==> config.mk <==
export PLATFORM = sky130hd
export DESIGN_NAME = uart_rx_ctrl
export DESIGN_NICKNAME = d
export VERILOG_FILES = /design/src/rtl/uart_rx_ctrl.sv
export SDC_FILE = /design/constraint.sdc
export NUM_CORES = 1
export LEC_CHECK = 0
export CORE_UTILIZATION = 55
export CTS_CLUSTER_DIAMETER = 100
export DETAILED_ROUTE_END_ITERATION = 8
export GPL_TIMING_DRIVEN = 0
export PLACE_DENSITY = 0.79
export RECOVER_POWER = 50
export SLEW_MARGIN = 40
export SYNTH_ARGS = -nofsm -noshare
export SYNTH_HDL_FRONTEND = slang
export SYNTH_SLANG_ARGS = --single-unit
==> constraint.sdc <==
create_clock -name clk -period 3.7 [get_ports clk]
set_input_delay 0.74 -clock clk [delete_from_list [all_inputs] [get_ports clk]]
set_output_delay 0.74 -clock clk [all_outputs]
set_load 0.02 [all_outputs]
==> src/rtl/uart_rx_ctrl.sv <==
// rtl/uart_rx_ctrl.sv - UART receive control: frame-safe config apply, show-ahead RX FIFO, optional idle timeout (RX_TIMEOUT_EN)
module uart_rx_ctrl #(
    parameter int          FIFO_DEPTH   = 8,
    parameter int          ADDR_W       = 3,
    parameter logic [15:0] DEFAULT_DIV  = 16'd32,
    parameter int          TIMEOUT_BITS = 4
) (
    input  logic              clk,
    input  logic              rst,
    input  logic              cfg_wr,
    input  logic              cfg_enable,
    input  logic [15:0]       cfg_baud_div,
    output logic [15:0]       baud_div,
    output logic              rx_en,
    input  logic              baud_tick_16x,
    input  logic              rx_busy,
    input  logic              rx_done,
    input  logic [7:0]        rx_data,
    input  logic              rd_en,
    output logic [7:0]        rd_data,
    output logic              rd_empty,
    output logic [ADDR_W:0]   fifo_count,
    output logic              overrun,
    input  logic              ovr_clr,
    output logic              ctrl_busy,
    output logic              timeout_irq
);

    typedef enum logic [1:0] {S_OFF, S_RUN, S_DRAIN, S_APPLY} state_t;

    state_t      state;
    logic        pend_valid;
    logic        pend_en;
    logic [15:0] pend_div;

    // Control FSM; pending config and every control output are registered here
    always_ff @(posedge clk or posedge rst) begin
        if (rst) begin
            state      <= S_OFF;
            rx_en      <= 1'b0;
            baud_div   <= DEFAULT_DIV;
            pend_valid <= 1'b0;
            pend_en    <= 1'b0;
            pend_div   <= 16'd0;
        end else begin
            case (state)
                S_OFF: begin
                    if (pend_valid) begin
                        state <= S_APPLY;
                        rx_en <= 1'b0;
                    end
                end
                S_RUN: begin
                    if (pend_valid) begin
                        if (rx_busy) begin
                            state <= S_DRAIN;
                            rx_en <= 1'b1;
                        end else begin
                            state <= S_APPLY;
                            rx_en <= 1'b0;
                        end
                    end
                end
                S_DRAIN: begin
                    if (!rx_busy) begin
                        state <= S_APPLY;
                        rx_en <= 1'b0;
                    end
                end
                default: begin
                    // APPLY: the only place the divider moves; rx_en was low for this cycle
                    baud_div <= pend_div;
                    state    <= pend_en ? S_RUN : S_OFF;
                    rx_en    <= pend_en;
                end
            endcase

            // A write in the APPLY cycle survives as the next pending config
            if (cfg_wr) begin
                pend_valid <= 1'b1;
                pend_en    <= cfg_enable;
                pend_div   <= cfg_baud_div;
            end else if (state == S_APPLY) begin
                pend_valid <= 1'b0;
            end
        end
    end

    assign ctrl_busy = pend_valid;

    logic [7:0]      mem [FIFO_DEPTH];
    logic [ADDR_W:0] wr_ptr;
    logic [ADDR_W:0] rd_ptr;
    logic [ADDR_W:0] wr_ptr_nxt;
    logic [ADDR_W:0] rd_ptr_nxt;
    logic [7:0]      head_q;
    logic [7:0]      head_nxt;
    logic            full;
    logic            empty;
    logic            pop;
    logic            push;
    logic            drop;

    assign empty = (wr_ptr == rd_ptr);
    assign full  = (wr_ptr[ADDR_W] != rd_ptr[ADDR_W]) &&
                   (wr_ptr[ADDR_W-1:0] == rd_ptr[ADDR_W-1:0]);
    assign pop   = rd_en && !empty;
    assign push  = rx_done && (!full || pop);
    assign drop  = rx_done && full && !pop;

    assign wr_ptr_nxt = wr_ptr + {{ADDR_W{1'b0}}, push};
    assign rd_ptr_nxt = rd_ptr + {{ADDR_W{1'b0}}, pop};

    // Next show-ahead head: bypass the incoming byte when it becomes the head
    always_comb begin
        head_nxt = head_q;
        if (wr_ptr_nxt != rd_ptr_nxt) begin
            if (push && (rd_ptr_nxt[ADDR_W-1:0] == wr_ptr[ADDR_W-1:0]))
                head_nxt = rx_data;
            else
                head_nxt = mem[rd_ptr_nxt[ADDR_W-1:0]];
        end
    end

    // FIFO storage write port
    always_ff @(posedge clk) begin
        if (push)
            mem[wr_ptr[ADDR_W-1:0]] <= rx_data;
    end

    // FIFO pointers, registered head and sticky overrun
    always_ff @(posedge clk or posedge rst) begin
        if (rst) begin
            wr_ptr  <= '0;
            rd_ptr  <= '0;
            head_q  <= 8'd0;
            overrun <= 1'b0;
        end else begin
            wr_ptr <= wr_ptr_nxt;
            rd_ptr <= rd_ptr_nxt;
            head_q <= head_nxt;
            if (drop)
                overrun <= 1'b1;
            else if (ovr_clr)
                overrun <= 1'b0;
        end
    end

    assign rd_data    = head_q;
    assign rd_empty   = empty;
    assign fifo_count = wr_ptr - rd_ptr;

    logic unused_params;
    assign unused_params = ^{FIFO_DEPTH[0]};

`ifdef RX_TIMEOUT_EN
    localparam logic [15:0] TO_LIMIT = 16'(TIMEOUT_BITS * 16);

    logic [15:0] to_cnt;
    logic        to_irq;
    logic        to_inc;

    assign to_inc = baud_tick_16x && !empty && (to_cnt != TO_LIMIT);

    // Idle timeout: count oversample ticks while bytes sit unread and the line is quiet
    always_ff @(posedge clk or posedge rst) begin
        if (rst) begin
            to_cnt <= 16'd0;
            to_irq <= 1'b0;
        end else begin
            if (rx_busy || rx_done || pop || (state != S_RUN))
                to_cnt <= 16'd0;
            else if (to_inc)
                to_cnt <= to_cnt + 16'd1;

            if (pop || empty)
                to_irq <= 1'b0;
            else if ((state == S_RUN) && !rx_busy && !rx_done && to_inc &&
                     (to_cnt == TO_LIMIT - 16'd1))
                to_irq <= 1'b1;
        end
    end

    assign timeout_irq = to_irq;
`else
    logic unused_tick;
    assign unused_tick = baud_tick_16x ^ TIMEOUT_BITS[0];
    assign timeout_irq = 1'b0;
`endif

endmodule

==> flow_summary.toml, run 1 <==
[finish]
fillerInstances = 532
area_growth_syn_to_layout_pct = 27.8
n_antenna_cell = 0
finalNetCount = 441
drive_gt1_share_pct = 23.5
final_util_pct = 73.2
fin_cells = 521

[setup_path]
critPathMaxFanout = 9
timing_worst_setup_path_type = "flop to flop"
max_stage_delay_ns = 0.35
start_kind = "flop"
slowest_stage = "dfrtp_1"
path_common_cell = "ha_1"
arrival_ns = 3.78
end_kind = "flop"
cp.required_ns = 4.09
crit_chain = "clkbuf_2 > inv_1 > ha_1 > nand3_1 > nor2b_1 > nor2b_1 > ha_1 > ha_1 > buf_6 > xnor2_1 > nand3_4 > or2_2 > clkbuf_1 > o21ai_0 > mux2i_1"

[sta]
period_minus_slack_ns = 3.40
worst_pin_slew_ns = 2.07
setup_violations = 0
maxSlewHeadroom_pct = -38.1
finalCritPeriodShare_pct = 91.8
hold_viol_final = 0
skew_ns = 0.00808
max_freq_mhz = 294
report.final.slew_viol_count = 39
rsz0062_at_grt = "false"

[clocking]
htree_levels = 4
cts_tree = "yes"
ctsHoldBuffers = 0
clk_path_buf_depth = 2
cts.reportedPaths.clkPinSlew_ns = 0.06
cts_buffers = 17
insertion_delay_ns = 0.51
root_buffer = "clkbuf_8"
cts_sinks = 118

[route]
drc = 0
dr_total_vias = 2918
drt-pass1-iter-count = 4
wl_per_cell_microns = 19.2
drt-vias-per-instance = 5.60
wl_mm = 9.99
drtIter0Drc = 186
ant_nets = 0

[synth]
syn_nets = 352
synth_ff_type = "edfxtp_1"
synth_top_area_cell = "edfxtp_1"
synthCells = 311
synth_top_area_share_pct = 38.3
synth.avg_cell_area_sq_um = 16.1
async_flop_share_pct = 45.8
synth_cell_types = 39
synthTopCellsByArea = "edfxtp_1 (38%), dfrtp_1 (26%), mux2i_1 (8.2%)"
synth-edff-count = 64
synth-seq-cells = 118
synth_warnings = 0
yosysSeqAreaShare_pct = 65.3
syn-cell-area_sq_mm = 0.00502

[pwr]
leakage_nw = 2.64
peakVddDrop_v = 0.000493
power_density_mw_per_mm2 = 993

[hold_path]
hold_class = "flop to flop"

[place]
io_buffers = 62
dp_hpwl_mm = 6.53
place_congestion = 0.752
dp_cells = 489

[status]
violations = "capacitance limit, slew limit"
status = "complete, but fails checks"

[global_routing]
grt_start_max_net_pins = 39
grt_pass1_vias = 3108
grt_overflow = 0
grt_pass1_wl_mm = 16.2
antenna_found_initial = 0
grt.total_usage_pct = 22.9

[floorplan]
rows = 34
dieArea_sq_mm = 0.00951
coreArea_sq_mm = 0.00876
initial_core_util_pct = 57.2
die_h_microns = 97.5
ios = 66
die_w_microns = 97.5

[job]
max_cap_violations = 1
layer usage:
layer,track usage [%],vias to the layer above,share of wire [%]
met2,38.0,93,53
met1,28.2,1493,41
li1,-,1325,-
met5,0,-,0
met3,6.62,7,5.1
met4,9.62,0,0.86
worst max-delay path: cells and delay by family (launching register included):
kind | cells | cell delay, ns
XOR/XNOR | 1 | 0.24
AO/OA/AOI/OAI | 1 | 0.24
adder cells (fa/ha/maj) | 3 | 0.81
buffers and inverters | 4 | 0.69
multiplexers | 1 | 0.10
AND/OR/NAND/NOR | 5 | 0.84
flip-flops | 1 | 0.35
Yosys cell counts (2+ instances only):
library cell and instances:
edfxtp_1 64, dfrtp_1 53, mux2i_1 41, mux2_2 33
inv_1 19, o21ai_0 17, mux4_1 8, ha_1 7
nand2_1 7, xnor2_1 7, buf_4 6, clkbuf_1 6
xor2_1 5, nand3_1 4, nor3_1 4, buf_6 3
a21o_1 2, nor2b_1 2, nor4_1 2, o21ai_1 2
per-stage QoR:
stage          setup TNS [ns]  setup slack, ns  power (mW)  area (sq um)  hold slack [ns]
3_3_place_gp           -0.319          -0.0405        4.76          5770            0.484
4_1_cts                     0           0.0945        6.41          6430            0.504
2_1_floorplan               0            0.431        3.91          5020            0.477
5_1_grt                     0           0.0336        6.70          6410            0.518
6_report                    0            0.304        6.36          6410            0.504
3_5_place_dp           -0.163          -0.0282        4.88          5870            0.492
cells in the final DEF, fill, tap and decap left out, types with 5 or more instances in the layout:
cell,synthesis,routed
buf_2,1,7
buf_4,6,7
clkbuf_1,6,8
clkbuf_16,0,18
clkdlybuf4s50_1,0,52
dfrtp_1,53,53
dlygate4sd3_1,0,10
edfxtp_1,64,64
ha_1,7,7
inv_1,19,18
mux2_2,33,33
mux2i_1,41,41
mux4_1,8,8
nand2_1,7,7
o21ai_0,17,17
xnor2_1,7,7
xor2_1,5,5
final cells by class:
class,count,area (sq um),area share [%]
Buffer,17,111,1.74
Clock buffer,22,485,7.57
Clock inverter,10,63.8,0.995
Inverter,19,72.6,1.13
Multi-Input combinational cell,157,1610,25.1
Sequential cell,118,3270,51.1
Tap cell,108,135,2.11
Timing Repair Buffer,70,662,10.3
where the power goes:
| part | internal (mW) | leakage, nW | switching, mW |
|---|---|---|---|
| Sequential | 1.75 | 1.21 | 0.166 |
| Clock | 0.920 | 0.277 | 0.573 |
| Combinational | 1.44 | 1.15 | 1.51 |
path summary, 6_finish.rpt:
kind	startpoint	end	slack, ns	depth (start not counted)
min in group asynchronous	rst	rd_ptr[1]	0.80	2
hold reg to reg	pend_div[5]	pend_div[5]	0.50	1
max in group asynchronous	rst	rd_data[7]	0.56	3
setup / recovery	wr_ptr[0]	rd_data[5]	0.30	15
hold / removal	pend_div[5]	pend_div[5]	0.50	1
setup reg to reg	wr_ptr[0]	rd_data[5]	0.30	15
kinds of logic (layout without fill, tap and decap cells):
group / count (synthesis) / count (layout) / synth area share, %
DFF: 118 / 118 / 65.3
AOI/OAI and AO/OA: 25 / 25 / 2.74
xor gates and xnor gates: 14 / 14 / 3.17
and+or+nand+nor: 27 / 27 / 3.19
other: 1 / 1 / 0.0748
adders and majority gates: 8 / 8 / 2.15
muxes: 82 / 82 / 19.8
buffers and inverters: 36 / 138 / 3.62
timing repair:
action | CTS | global route
endpoints found under the setup margin | 8 | 8
pin swaps | 0 | 0
resized for setup | 1 | 2
buffers inserted | 0 | 0
gates cloned | 0 | 0
state kept, by name, summed over array words and instances, names as in the netlist:
name and flops:
baud_div 16, ctrl_busy 1, mem 64, overrun 1
pend_div 16, pend_en 1, rd_data 8, rd_ptr 4
rx_en 1, state 2, wr_ptr 4
Power figures use the tool's default switching activity.
==> run 2: changes to the inputs <==
--- a/config.mk
+++ b/config.mk
@@ -5,12 +5,12 @@
 export SDC_FILE = /design/constraint.sdc
 export NUM_CORES = 1
 export LEC_CHECK = 0
-export CORE_UTILIZATION = 55
+export CORE_UTILIZATION = 50
 export CTS_CLUSTER_DIAMETER = 100
 export DETAILED_ROUTE_END_ITERATION = 8
 export GPL_TIMING_DRIVEN = 0
-export PLACE_DENSITY = 0.79
-export RECOVER_POWER = 50
+export PLACE_DENSITY = 0.72
+export RECOVER_POWER = 25
 export SLEW_MARGIN = 40
 export SYNTH_ARGS = -nofsm -noshare
 export SYNTH_HDL_FRONTEND = slang
==> flow_summary.toml, run 2 (synthesis results as in run 1) <==
[floorplan]
initial_core_util_pct = 51.6
ios = 66
rows = 36
die_w_microns = 102
dieArea_sq_mm = 0.0104
coreArea_sq_mm = 0.00973
die_h_microns = 102

[clocking]
ctsHoldBuffers = 0
htree_levels = 4
cts.reportedPaths.clkPinSlew_ns = 0.06
clk_path_buf_depth = 2
insertion_delay_ns = 0.51
cts_tree = "yes"
root_buffer = "clkbuf_8"
cts_buffers = 17
cts_sinks = 118

[finish]
largest_register_ffs = 64
final_util_pct = 66.7
finalNetCount = 442
fin_cells = 547
layout_common_cells = "edfxtp_1 (64), clkdlybuf4s50_1 (59), dfrtp_1 (53)"
n_antenna_cell = 0
area_growth_syn_to_layout_pct = 29.3
drive_gt1_share_pct = 23.4
layout_commonest_cell = "edfxtp_1"
final_area_sq_mm = 0.00649

[place]
dp_hpwl_mm = 6.65
io_buffers = 62
pre_cts_slack_ns = -0.00713
place_congestion = 0.762
dp_cells = 515
place_area_sq_mm = 0.00591

[pwr]
pwr-share-clk_pct = 24.5
switching_share_pct = 34.9
p_comb_share_pct = 46.1
power.internal_mw = 4.22
net-switching-power_mw = 2.26
total_power_mw = 6.48
peakVddDrop_v = 0.000489
power_frac_seq_pct = 29.4
leakage_nw = 2.64
power_density_mw_per_mm2 = 999

[sta]
finalSetupTns_ns = 0
layout_setup_ws_ns = 0.297
hold_viol_final = 0
worst_pin_slew_ns = 1.79
report.final.slew_viol_count = 42
period_minus_slack_ns = 3.40
skew_ns = 0.00935
maxSlewHeadroom_pct = -19.3
finalCritPeriodShare_pct = 92.0
max_freq_mhz = 294
rsz0062_at_grt = "false"
holdWs_ns = 0.500
setup_violations = 0

[setup_path]
crit_buf_inv = 4
ff2ff_path_depth = 15
r2r-end = "rd_data[0]"
r2r-start = "wr_ptr[0]"
end_kind = "flop"
timing_worst_setup_path_type = "flop to flop"
r2r_slack_ns = 0.30
start_kind = "flop"
slowest_stage = "dfrtp_1"
crit_chain = "clkbuf_2 > inv_1 > ha_1 > nand3_1 > nor2b_1 > nor2b_1 > ha_1 > ha_1 > buf_6 > xnor2_1 > nand3_4 > or2_2 > clkbuf_1 > o21ai_0 > mux2i_1"
path_common_cell = "ha_1"
crit_family = "simple AND/OR/NAND/NOR gates"
arrival_ns = 3.79
cp.required_ns = 4.09
max_stage_delay_ns = 0.34
critPathMaxFanout = 9

[route]
wl_mm = 9.98
ant_nets = 0
drc = 0
dr_total_vias = 2890
drtIter0Drc = 115
drt-vias-per-instance = 5.28
drt-pass1-iter-count = 4
wl_per_cell_microns = 18.2

[global_routing]
grt.total_usage_pct = 21.1
grt_overflow = 0
grt_pass1_vias = 3073
grt_pass1_wl_mm = 15.6
antenna_found_initial = 0
grt_start_max_net_pins = 42

[hold_path]
hold_class = "flop to flop"
min-delay-start = "pend_div[9]"
min_to = "pend_div[9]"
whs_path_depth = 1

[status]
status = "complete, but fails checks"
violations = "capacitance limit, slew limit"

[job]
max_cap_violations = 1
[run 2: cell types whose count changed in the layout (fill, tap and decap cells not counted), sizes merged]
cell,change
inv,-5
clkbuf,-4
bufinv,+3
dlymetal6s4s,+1
clkinvlp,+5
dlygate4sd3,-7
buf,+1
clkdlybuf4s50,+7
[run 2: worst max-delay path by stage]
stage,from,to,slack [ns],cells after the start
after floorplan,wr_ptr[0],rd_data[0],0.43,13
after global placement,rd_en,mem[4][5],-0.13,4
after detailed placement,wr_ptr[0],rd_data[1],-0.007,13
after CTS,wr_ptr[0],rd_data[5],0.15,15
after global routing,wr_ptr[0],rd_data[4],0.1,15
final,wr_ptr[0],rd_data[0],0.30,15
[run 2: worst reg2reg max path, delay by kind of cell, from the launching register on]
| kind | cells | cell delay, ns |
|---|---|---|
| AOI/OAI and AO/OA | 1 | 0.24 |
| xor gates and xnor gates | 1 | 0.25 |
| adders and majority gates | 3 | 0.80 |
| buffers and inverters | 4 | 0.68 |
| DFF | 1 | 0.34 |
| muxes | 1 | 0.11 |
| and+or+nand+nor | 5 | 0.85 |
[run 2: per-layer routing]
| metal | up-vias | GRT usage, % | part of all wire [%] |
|---|---|---|---|
| li1 | 1326 | - | - |
| met1 | 1430 | 24.8 | 40 |
| met2 | 115 | 35.2 | 52 |
| met3 | 19 | 6.36 | 5.8 |
| met4 | 0 | 10.8 | 2.4 |
| met5 | - | 0 | 0 |
[run 2: final cells by class]
type                    instances  area (sq um)
inverters                      19          72.6
well taps                     133           166
clock buffers                  19           422
multi-input cells             157          1610
fillers                       685          3240
repair buffers                 71           676
flip-flops and latches        118          3270
plain buffers                  17           111
clock inverters                13           158
[run 2: what timing repair did]
action                                  CTS  global route
gates resized for setup                   1             2
endpoints found under the setup margin    8             8
setup buffers                             0             0
hold endpoints to repair                  0             0
[run 2: power groups by stage]
stage / registers [mW] / logic [mW] / clock network [mW]
detailed placement: 1.93 / 2.99 / 0
finish: 1.91 / 2.98 / 1.59
global route: 1.94 / 3.20 / 1.66
CTS: 1.91 / 3.01 / 1.61
global placement: 1.91 / 2.88 / 0
floorplan: 2.08 / 1.82 / 0
